<file path="config.mk">
export PLATFORM = sky130hd
export DESIGN_NAME = aib_io_cfg_bank_flat
export DESIGN_NICKNAME = d
export VERILOG_FILES = /design/src/rtl/aib_io_cfg_bank_if.sv /design/src/rtl/aib_io_cfg_bank.sv /design/src/flat_wrapper.sv
export SDC_FILE = /design/constraint.sdc
export NUM_CORES = 2
export LEC_CHECK = 0
export ABC_CLOCK_PERIOD_IN_PS = 2400
export BUFFER_PORTS_ARGS = -buffer_cell sky130_fd_sc_hd__buf_2
export CAP_MARGIN = 20
export CORE_MARGIN = 5
export CORE_UTILIZATION = 32
export DETAILED_ROUTE_END_ITERATION = 8
export SYNTH_ARGS = -nofsm -noshare
export SYNTH_HDL_FRONTEND = slang
export SYNTH_SLANG_ARGS = --single-unit
</file>
<file path="constraint.sdc">
create_clock -name i_clk -period 2.4 [get_ports i_clk]
set_input_delay 0.48 -clock i_clk [delete_from_list [all_inputs] [get_ports i_clk]]
set_output_delay 0.48 -clock i_clk [all_outputs]
set_load 0.02 [all_outputs]
</file>
<file path="src/rtl/aib_io_cfg_bank_if.sv">
// Host-side bus of the AIB IO config bank: staging writes plus commit handshake.
interface aib_io_cfg_bank_if #(
    parameter int NumIo = 20,
    parameter int IdxW  = (NumIo > 1) ? $clog2(NumIo) : 1
);
    logic            i_wr_valid;
    logic            o_wr_ready;
    logic [IdxW-1:0] i_wr_idx;
    logic [26:0]     i_wr_data;
    logic            o_wr_err;
    logic            i_commit;
    logic            o_busy;
    logic            o_commit_done;

    modport master (
        output i_wr_valid, i_wr_idx, i_wr_data, i_commit,
        input  o_wr_ready, o_wr_err, o_busy, o_commit_done
    );

    modport slave (
        input  i_wr_valid, i_wr_idx, i_wr_data, i_commit,
        output o_wr_ready, o_wr_err, o_busy, o_commit_done
    );
endinterface

</file>
<file path="src/rtl/aib_io_cfg_bank.sv">
// Per-IO configuration bank for an AIB IO block. Host writes land in a staging
// copy; a commit swaps staging into the active copy in one edge, with tx_en held
// low on every changed channel for a guard window on both sides of the swap.
module aib_io_cfg_bank #(
    parameter int  NumIo       = 20,
    parameter int  GuardCycles = 4,
    localparam int IdxW        = (NumIo > 1) ? $clog2(NumIo) : 1
) (
    input  logic                 i_clk,
    input  logic                 i_rst,
    aib_io_cfg_bank_if.slave     io_bus,
    output logic [NumIo-1:0]     o_c_ddr_mode,
    output logic [NumIo-1:0]     o_c_async_mode,
    output logic [NumIo-1:0]     o_c_tx_en,
    output logic [NumIo-1:0]     o_c_pull_en,
    output logic [NumIo-1:0]     o_c_pull_dir,
    output logic [3*NumIo-1:0]   o_c_pdrv,
    output logic [3*NumIo-1:0]   o_c_ndrv,
    output logic [8*NumIo-1:0]   o_c_tx_dly_tap,
    output logic [8*NumIo-1:0]   o_c_rx_dly_tap
);

    typedef enum logic [2:0] {
        S_IDLE, S_EVAL, S_QUIESCE, S_APPLY, S_SETTLE, S_DONE
    } state_t;

    state_t                    r_state;
    state_t                    w_state_nxt;
    logic                      r_pend;
    logic [7:0]                r_cnt;
    logic [NumIo-1:0]          r_dirty;
    logic                      r_wr_err;
    logic [NumIo-1:0][26:0]    r_stg;
    logic [NumIo-1:0][26:0]    r_act;

    logic [NumIo-1:0]          w_dirty;
    logic                      w_wr_ready;
    logic                      w_wr_fire;
    logic                      w_idx_bad;
    logic                      w_commit_take;
    logic                      w_guard_last;
    logic                      w_hold;
    logic                      w_done;

    assign w_wr_fire     = io_bus.i_wr_valid && w_wr_ready;
    assign w_idx_bad     = {1'b0, io_bus.i_wr_idx} >= (IdxW+1)'(NumIo);
    assign w_commit_take = io_bus.i_commit && (r_state == S_IDLE) && !r_pend;
    assign w_guard_last  = (r_cnt == 8'(GuardCycles - 1));

    // A channel is dirty when its staged word differs from what is driving the pad
    for (genvar gi = 0; gi < NumIo; gi++) begin : g_dirty
        assign w_dirty[gi] = (r_stg[gi] != r_act[gi]);
    end

    // State register
    always_ff @(posedge i_clk) begin
        if (i_rst) r_state <= S_IDLE;
        else       r_state <= w_state_nxt;
    end

    // Next-state: skip the guard sequence entirely when nothing changed
    always_comb begin
        w_state_nxt = r_state;
        case (r_state)
            S_IDLE:    if (w_commit_take) w_state_nxt = S_EVAL;
            S_EVAL:    w_state_nxt = (|w_dirty) ? S_QUIESCE : S_DONE;
            S_QUIESCE: if (w_guard_last) w_state_nxt = S_APPLY;
            S_APPLY:   w_state_nxt = S_SETTLE;
            S_SETTLE:  if (w_guard_last) w_state_nxt = S_DONE;
            S_DONE:    w_state_nxt = S_IDLE;
            default:   w_state_nxt = S_IDLE;
        endcase
    end

    // FSM outputs: tx hold spans quiesce, the apply edge and settle
    always_comb begin
        w_hold     = (r_state == S_QUIESCE) || (r_state == S_APPLY) || (r_state == S_SETTLE);
        w_done     = (r_state == S_DONE);
        w_wr_ready = (r_state == S_IDLE) && !r_pend;
    end

    assign io_bus.o_wr_ready    = w_wr_ready;
    assign io_bus.o_busy        = r_pend || (r_state != S_IDLE);
    assign io_bus.o_commit_done = w_done;
    assign io_bus.o_wr_err      = r_wr_err;

    // Datapath: staging writes, dirty capture, guard counter, atomic apply
    always_ff @(posedge i_clk) begin
        if (i_rst) begin
            r_pend   <= 1'b0;
            r_cnt    <= '0;
            r_dirty  <= '0;
            r_wr_err <= 1'b0;
            r_stg    <= '0;
            r_act    <= '0;
        end else begin
            r_wr_err <= w_wr_fire && w_idx_bad;

            if (w_commit_take)          r_pend <= 1'b1;
            else if (r_state == S_EVAL) r_pend <= 1'b0;

            if (r_state == S_EVAL)      r_dirty <= w_dirty;
            else if (r_state == S_DONE) r_dirty <= '0;

            if (((r_state == S_QUIESCE) || (r_state == S_SETTLE)) && !w_guard_last)
                r_cnt <= r_cnt + 8'd1;
            else
                r_cnt <= '0;

            if (r_state == S_APPLY) r_act <= r_stg;

            // Index compare per channel keeps out-of-range indices from touching storage
            for (int gi = 0; gi < NumIo; gi++) begin
                if (w_wr_fire && !w_idx_bad && (io_bus.i_wr_idx == IdxW'(gi)))
                    r_stg[gi] <= io_bus.i_wr_data;
            end
        end
    end

    // Unpack active words onto the IO block control buses
    for (genvar gi = 0; gi < NumIo; gi++) begin : g_out
        assign o_c_ddr_mode[gi]          = r_act[gi][0];
        assign o_c_async_mode[gi]        = r_act[gi][1];
        assign o_c_tx_en[gi]             = r_act[gi][2] & ~(w_hold & r_dirty[gi]);
        assign o_c_pull_en[gi]           = r_act[gi][3];
        assign o_c_pull_dir[gi]          = r_act[gi][4];
        assign o_c_pdrv[3*gi +: 3]       = r_act[gi][7:5];
        assign o_c_ndrv[3*gi +: 3]       = r_act[gi][10:8];
        assign o_c_tx_dly_tap[8*gi +: 8] = r_act[gi][18:11];
        assign o_c_rx_dly_tap[8*gi +: 8] = r_act[gi][26:19];
    end

endmodule

</file>
<file path="src/flat_wrapper.sv">
// flat-port wrapper written by rule: the top's interface ports become plain ports
module aib_io_cfg_bank_flat 
#(
    parameter int  NumIo       = 20,
    parameter int  GuardCycles = 4,
    localparam int IdxW        = (NumIo > 1) ? $clog2(NumIo) : 1
)
  (i_clk, i_rst, o_c_ddr_mode, o_c_async_mode, o_c_tx_en, o_c_pull_en, o_c_pull_dir, o_c_pdrv, o_c_ndrv, o_c_tx_dly_tap, o_c_rx_dly_tap, io_bus_i_wr_valid, io_bus_i_wr_idx, io_bus_i_wr_data, io_bus_i_commit, io_bus_o_wr_ready, io_bus_o_wr_err, io_bus_o_busy, io_bus_o_commit_done);
  aib_io_cfg_bank_if #(.NumIo(NumIo)) io_bus_i ();
  input  logic i_clk;
  input  logic i_rst;
  output logic [NumIo-1:0] o_c_ddr_mode;
  output logic [NumIo-1:0] o_c_async_mode;
  output logic [NumIo-1:0] o_c_tx_en;
  output logic [NumIo-1:0] o_c_pull_en;
  output logic [NumIo-1:0] o_c_pull_dir;
  output logic [3*NumIo-1:0] o_c_pdrv;
  output logic [3*NumIo-1:0] o_c_ndrv;
  output logic [8*NumIo-1:0] o_c_tx_dly_tap;
  output logic [8*NumIo-1:0] o_c_rx_dly_tap;
  input wire logic [$bits(io_bus_i.i_wr_valid)-1:0] io_bus_i_wr_valid;
  input wire logic [$bits(io_bus_i.i_wr_idx)-1:0] io_bus_i_wr_idx;
  input wire logic [$bits(io_bus_i.i_wr_data)-1:0] io_bus_i_wr_data;
  input wire logic [$bits(io_bus_i.i_commit)-1:0] io_bus_i_commit;
  output wire logic [$bits(io_bus_i.o_wr_ready)-1:0] io_bus_o_wr_ready;
  output wire logic [$bits(io_bus_i.o_wr_err)-1:0] io_bus_o_wr_err;
  output wire logic [$bits(io_bus_i.o_busy)-1:0] io_bus_o_busy;
  output wire logic [$bits(io_bus_i.o_commit_done)-1:0] io_bus_o_commit_done;
  assign io_bus_i.i_wr_valid = io_bus_i_wr_valid;
  assign io_bus_i.i_wr_idx = io_bus_i_wr_idx;
  assign io_bus_i.i_wr_data = io_bus_i_wr_data;
  assign io_bus_i.i_commit = io_bus_i_commit;
  assign io_bus_o_wr_ready = io_bus_i.o_wr_ready;
  assign io_bus_o_wr_err = io_bus_i.o_wr_err;
  assign io_bus_o_busy = io_bus_i.o_busy;
  assign io_bus_o_commit_done = io_bus_i.o_commit_done;
  aib_io_cfg_bank #(.NumIo(NumIo), .GuardCycles(GuardCycles)) u_core (.i_clk(i_clk), .i_rst(i_rst), .io_bus(io_bus_i), .o_c_ddr_mode(o_c_ddr_mode), .o_c_async_mode(o_c_async_mode), .o_c_tx_en(o_c_tx_en), .o_c_pull_en(o_c_pull_en), .o_c_pull_dir(o_c_pull_dir), .o_c_pdrv(o_c_pdrv), .o_c_ndrv(o_c_ndrv), .o_c_tx_dly_tap(o_c_tx_dly_tap), .o_c_rx_dly_tap(o_c_rx_dly_tap));
endmodule
</file>
## Word-level counts from Yosys, hierarchy flattened

Cells that the tools add are included.

| word-level totals | value |
|---|---|
| bits in registers | 1113 |
| bits of input ports | 36 |
| output and inout port bits | 544 |
| logic and storage cells | 207 |

| cells by class | value |
|---|---|
| $add $sub $neg | 1 |
| $lt $le $gt $ge | 1 |
| eq/ne operators | 48 |
| multiplexer cells | 9 |
| bitwise operators | 61 |
| reductions and logical operators | 42 |

Operator list:

| cell | number |
|---|---|
| $ne 27x27->1 | 20 |
| $and 1x1->1 | 40 |
| $eq 5x4->1 const B | 8 |
| $mux 20 | 2 |
| $logic_and 1x1->1 | 27 |
| $not 1->1 | 21 |
| $eq 5x3->1 const B | 4 |
| $eq 5x5->1 const B | 4 |
| $reduce_or 20->1 | 1 |
| $pmux 3 s5 | 1 |
| $mux 3 | 4 |
| $eq 5x2->1 const B | 2 |
| $add 8x1->8 const B | 1 |
| $eq 8x2->1 const B | 1 |
| $eq 3x2->1 const B | 2 |
| $eq 3x3->1 const B | 2 |
| $ne 2x1->1 const B | 3 |
| $eq 5x1->1 const B | 1 |
| $ge 5x5->1 const B | 1 |
| $logic_not 5->1 | 1 |
| $logic_or 1x1->1 | 4 |
| $reduce_bool 2->1 | 2 |
| $eq 3x1->1 const B | 1 |
| $logic_not 1->1 | 3 |
| 5 further kinds | 6 |

## Logic depth before layout (Yosys ltp)

| logic depth | value |
|---|---|
| word-level depth | 6 |
| mapped depth | 11 |
| mapped depth without buffers | 7 |

## Worst setup path before layout

OpenSTA, ideal clock, no wires.

| timing path | value |
|---|---|
| path type | register to register |
| start point | register u_core.r_state[2] |
| end point | register u_core.r_stg[33] in the netlist's numbering |
| library setup time | 0.132 ns |
| arrival time | 2.122 ns |
| required time | 2.268 ns |
| path slack | 0.145 ns |
| cell stages (with the launch flop) | 12 |
| buffers on the path | 4 |
| clock period less this slack | 2.255 ns |
| cell sequence | dfxtp_1 -> buf_6 -> nor4_4 -> nand2_2 -> nor2_4 -> nand3b_1 -> buf_6 -> or3_1 -> buf_2 -> buf_6 -> nand2_1 -> a21oi_1 |

| on the way | value |
|---|---|
| cells in the longest elaborated chain, start to end | 5 |

Ends and longest elaborated chain:

| element | line | RTL |
|---|---|---|
| from (decl) | aib_io_cfg_bank.sv:27 | `state_t r_state;` |
| from (signal assigned) | aib_io_cfg_bank.sv:58 | `else r_state <= w_state_nxt;` |
| $logic_not 3->1 | aib_io_cfg_bank.sv:79 | `w_wr_ready = (r_state == S_IDLE) && !r_pend;` |
| $logic_and 1x1->1 | aib_io_cfg_bank.sv:79 |  |
| named net io_bus_o_wr_ready | flat_wrapper.sv:25 | `output wire logic [$bits(io_bus_i.o_wr_ready)-1:0] io_bus_o_wr_ready;` |
| $logic_and 1x1->1 | aib_io_cfg_bank.sv:45 | `assign w_wr_fire = io_bus.i_wr_valid && w_wr_ready;` |
| $logic_and 1x1->1 (2 in a row) | aib_io_cfg_bank.sv:114 | `if (w_wr_fire && !w_idx_bad && (io_bus.i_wr_idx == IdxW'(gi)))` |
| to (signal, indexed assignment) | aib_io_cfg_bank.sv:115 | `r_stg[gi] <= io_bus.i_wr_data;` |
| to (decl) | aib_io_cfg_bank.sv:33 | `logic [NumIo-1:0][26:0] r_stg;` |

The timed path passes the listed nets, and every way through them passes these cells.
A chain may end at the register's enable or synchronous reset.

## Worst setup path after layout

| timing path | value |
|---|---|
| start point | register u_core.r_state[2] |
| end point | output port o_c_tx_en[16] |

| on the way | value |
|---|---|
| cells in the longest elaborated chain, start to end | 6 |
| elaborated cells between the ends (all ways) | 8 |
| classes of those cells | eq/ne (3); bitwise (3); reduce/logical (2) |

Ends and longest elaborated chain:

| element | line | RTL |
|---|---|---|
| $eq 3x2->1 | aib_io_cfg_bank.sv:77 | `w_hold = (r_state == S_QUIESCE) \|\| (r_state == S_APPLY) \|\| (r_state == S_SETTLE);` |
| $logic_or 1x1->1 | aib_io_cfg_bank.sv:77 |  |
| $logic_or 1x1->1 (*) | aib_io_cfg_bank.sv:77 |  |
| $and 1x1->1 (*) | aib_io_cfg_bank.sv:124 | `assign o_c_tx_en[gi] = r_act[gi][2] & ~(w_hold & r_dirty[gi]);` |
| $not 1->1 (*) | aib_io_cfg_bank.sv:124 |  |
| $and 1x1->1 (*) | aib_io_cfg_bank.sv:124 |  |
| to (decl) | flat_wrapper.sv:14 | `output logic [NumIo-1:0] o_c_tx_en;` |

Every way passes the cells marked *; elsewhere a longest branch is shown, timed or not.

==> impl_metrics.yaml <==
placed_design:
  dp_slack_ps: -155.1
  postPlaceCellArea_mm2: 0.05144
  globalplace.congestion: 0.8129
  dp_hpwl_um: 118900
  placement.io_buffers: 579
global_routing:
  grt_pass1_wl_um: 250700
  grt_max_degree: 118
  grt_remaining_overflow: 0
  gr-usage-all-layers: 0.2121
  antenna_found_initial: 21
  grt_pass1_vias: 36213
synthesis:
  synth_ff_type: "dfxtp_1"
  ys_seq_area_frac: 0.4576
  synthCells: 5837
  synth_seq_cells: 1113
  synth_warnings: 0
  synth_fp_nets: 5874
  synth_area_mm2: 0.04870
  ys_types: 43
  synth.avg_cell_area_um2: 8.343
  synth_edf_count: 0
  synthArstFlopShare: 0
setup_path:
  crit_required_ps: 1920
  cp.arrival_ps: 2070
  worstPathCellList: "buf_8 > nand2_4 > o21ai_4 > buf_12 > buf_16 > buf_6 > a21boi_2 > buf_6"
  crit_family: "buffers and inverters"
  slowest_delay_ps: 350
  cp-start-kind: "register"
  cp_num_buf_inv: 5
  crit_slowest_cell: "dfxtp_4"
  critPathKind: "register to output port"
  cp_common_cell: "buf_6"
  critPathCaptureType: "output port"
  crit_fanout: 6
sta:
  period_share: 1.061
  hold_violations: 0
  postLayoutSetupSlackWorst_ps: -147.1
  holdWs_ps: 101.2
  slew-limit-headroom: 0.4541
  finalSetupTns_ps: -6568
  min_period_ps: 2547
  setup_viol: 128
  max_freq_ghz: 0.3926
  finalMaxSlewViolations: 0
  worstMarginPinSlew_ps: 818.8
  fin_skew_ps: 44.21
  rsz0062_at_grt: "true"
route:
  antenna_left: 0
  vias_per_cell: 4.848
  dr.pass1.iters: 6
  drtIter0Drc: 3411
  wirelength_um: 182400
  route.detailed.drc: 0
  wl_per_cell_um: 22.56
  via_count: 39203
die:
  die_w_um: 400.1
  die_y_um: 400.1
  io_pins: 580
  dieArea_mm2: 0.1601
  initial_utilization: 0.3213
  num_rows: 143
  core_mm2: 0.1515
clock_tree:
  numCtsBuffers: 121
  htreeDepth: 3
  cts_tree: "built"
  cts-root-buf: "clkbuf_16"
  clock-sinks: 1113
  clk_pin_slew_ps: 60
  cts_buffer_depth: 3
  clkLatencyLatePin_ps: 780
finish:
  drive_gt1_frac: 0.2073
  finalNetCount: 5985
  layout_commonest_cell: "nand2_1"
  area_growth_pct: 18.32
  design_area_mm2: 0.05762
  final_cell_mix: "nand2_1, dfxtp_1, a21oi_1"
power_and_ir_drop:
  peakVddDrop_uv: 627.0
  power_density_mw_per_mm2: 747.5
  p_leak_uw: 0.02213
  finalPower_uw: 43070
worst_hold_path:
  min_path_type: "primary input to register"
status:
  violations: "negative setup slack"
  status: "complete, but fails checks"
run:
  drv_cap: 0
[cell usage after synthesis, types with 3 or more instances]
cell type / instances / share of area
a21boi_0: 20 / 0.0031
a21oi_1: 783 / 0.080
a22oi_1: 20 / 0.0031
and3_1: 6 / 0.00077
buf_2: 52 / 0.0053
buf_4: 532 / 0.082
buf_6: 18 / 0.0042
clkbuf_1: 294 / 0.023
dfxtp_1: 1113 / 0.46
inv_1: 5 / 0.00039
mux2i_1: 297 / 0.061
nand2_1: 1572 / 0.12
nand2b_1: 4 / 0.00051
nand3_1: 8 / 0.00082
nand3b_1: 4 / 0.00062
nand4_1: 102 / 0.013
nor2_1: 330 / 0.025
nor2_4: 9 / 0.0021
nor3_1: 25 / 0.0026
nor3_4: 3 / 0.0010
nor4_1: 63 / 0.0081
xnor2_1: 322 / 0.058
xor2_1: 225 / 0.040
[power by group]
group / internal [uW] / leakage, uW / total (uW) / switching, uW
registers: 18600 / 0.00897 / 18800 / 160
clock network: 11300 / 0.00202 / 19400 / 8030
logic: 1560 / 0.0111 / 4900 / 3350
[area by class of cell]
type / instances / area [um^2]
clock inverters: 39 / 506.7
diodes: 8 / 20.02
multi-input cells: 3823 / 21680
repair buffers: 884 / 6934
well taps: 2030 / 2540
clock buffers: 184 / 3618
flip-flops and latches: 1113 / 22300
inverters: 5 / 18.77
fillers: 15206 / 93930
[worst reg2reg max path: cells and delay by family, from the launching register on]
kind / cells / cell delay [ps]
buffers and inverters: 7 / 1040
AND/OR/NAND/NOR: 6 / 900
flip-flops: 1 / 360
AO/OA/AOI/OAI: 1 / 140
[path summary, 6_finish.rpt]
| path | from | end | slack, ps | depth (start not counted) |
|---|---|---|---|---|
| setup / recovery | u_core.r_state[2] | o_c_tx_en[16] | -150 | 8 |
| hold / removal | io_bus_i_commit | u_core.r_pend | 100 | 3 |
| setup reg to reg | u_core.r_state[1] | u_core.r_stg[64] | -100 | 14 |
| hold reg to reg | u_core.r_stg[323] | u_core.o_c_rx_dly_tap[95] | 440 | 2 |
[layer usage]
layer	routed length (um)	part of all wire	vias up	global-route usage
met4	6096	0.033	2	0.06865
met1	78040	0.43	18907	0.2803
met2	82130	0.45	1333	0.3350
met5	20	0.00011	-	0
met3	16150	0.089	275	0.05900
li1	-	-	18686	-
[timing repair]
action,in CTS,in global routing
cloned,1,31
endpoints found under the hold margin,1,0
gates resized for setup,127,168
endpoints found under the setup margin,26,390
hold buffers,2,0
pin swaps,25,97
buffers inserted,13,17
[stage by stage]
| step | std cells | util |
|---|---|---|
| after floorplan | 5837 | - |
| after global placement | 7798 | 0.3394 |
| after detailed placement | 7798 | 0.3394 |
| after CTS | 8035 | 0.3703 |
| after global routing | 8081 | 0.3801 |
| final | 8086 | 0.3802 |
[flip-flops by register name (all words and copies together) (netlist names)]
register,count
u_core.r_pend,1
u_core.r_cnt,8
u_core.o_c_async_mode,20
u_core.o_c_pull_en,20
u_core.o_c_ndrv,60
u_core.io_bus.o_wr_err,1
u_core.r_act,20
u_core.o_c_rx_dly_tap,160
u_core.r_dirty,20
u_core.o_c_tx_dly_tap,160
u_core.o_c_ddr_mode,20
u_core.o_c_pdrv,60
u_core.o_c_pull_dir,20
u_core.r_stg,540
u_core.r_state,3
[cell families (layout without fill, tap and decap cells)]
family	Yosys count	in the layout	synth area share
DFF	1113	1113	0.4576
xor gates and xnor gates	547	547	0.09838
AOI/OAI and AO/OA	832	832	0.08798
buffers and inverters	901	1112	0.1146
muxes	297	297	0.06105
other	0	8	0
and+or+nand+nor	2146	2146	0.1802
adders and majority gates	1	1	0.0002569
Note: power is estimated with default switching activity, not from simulation.
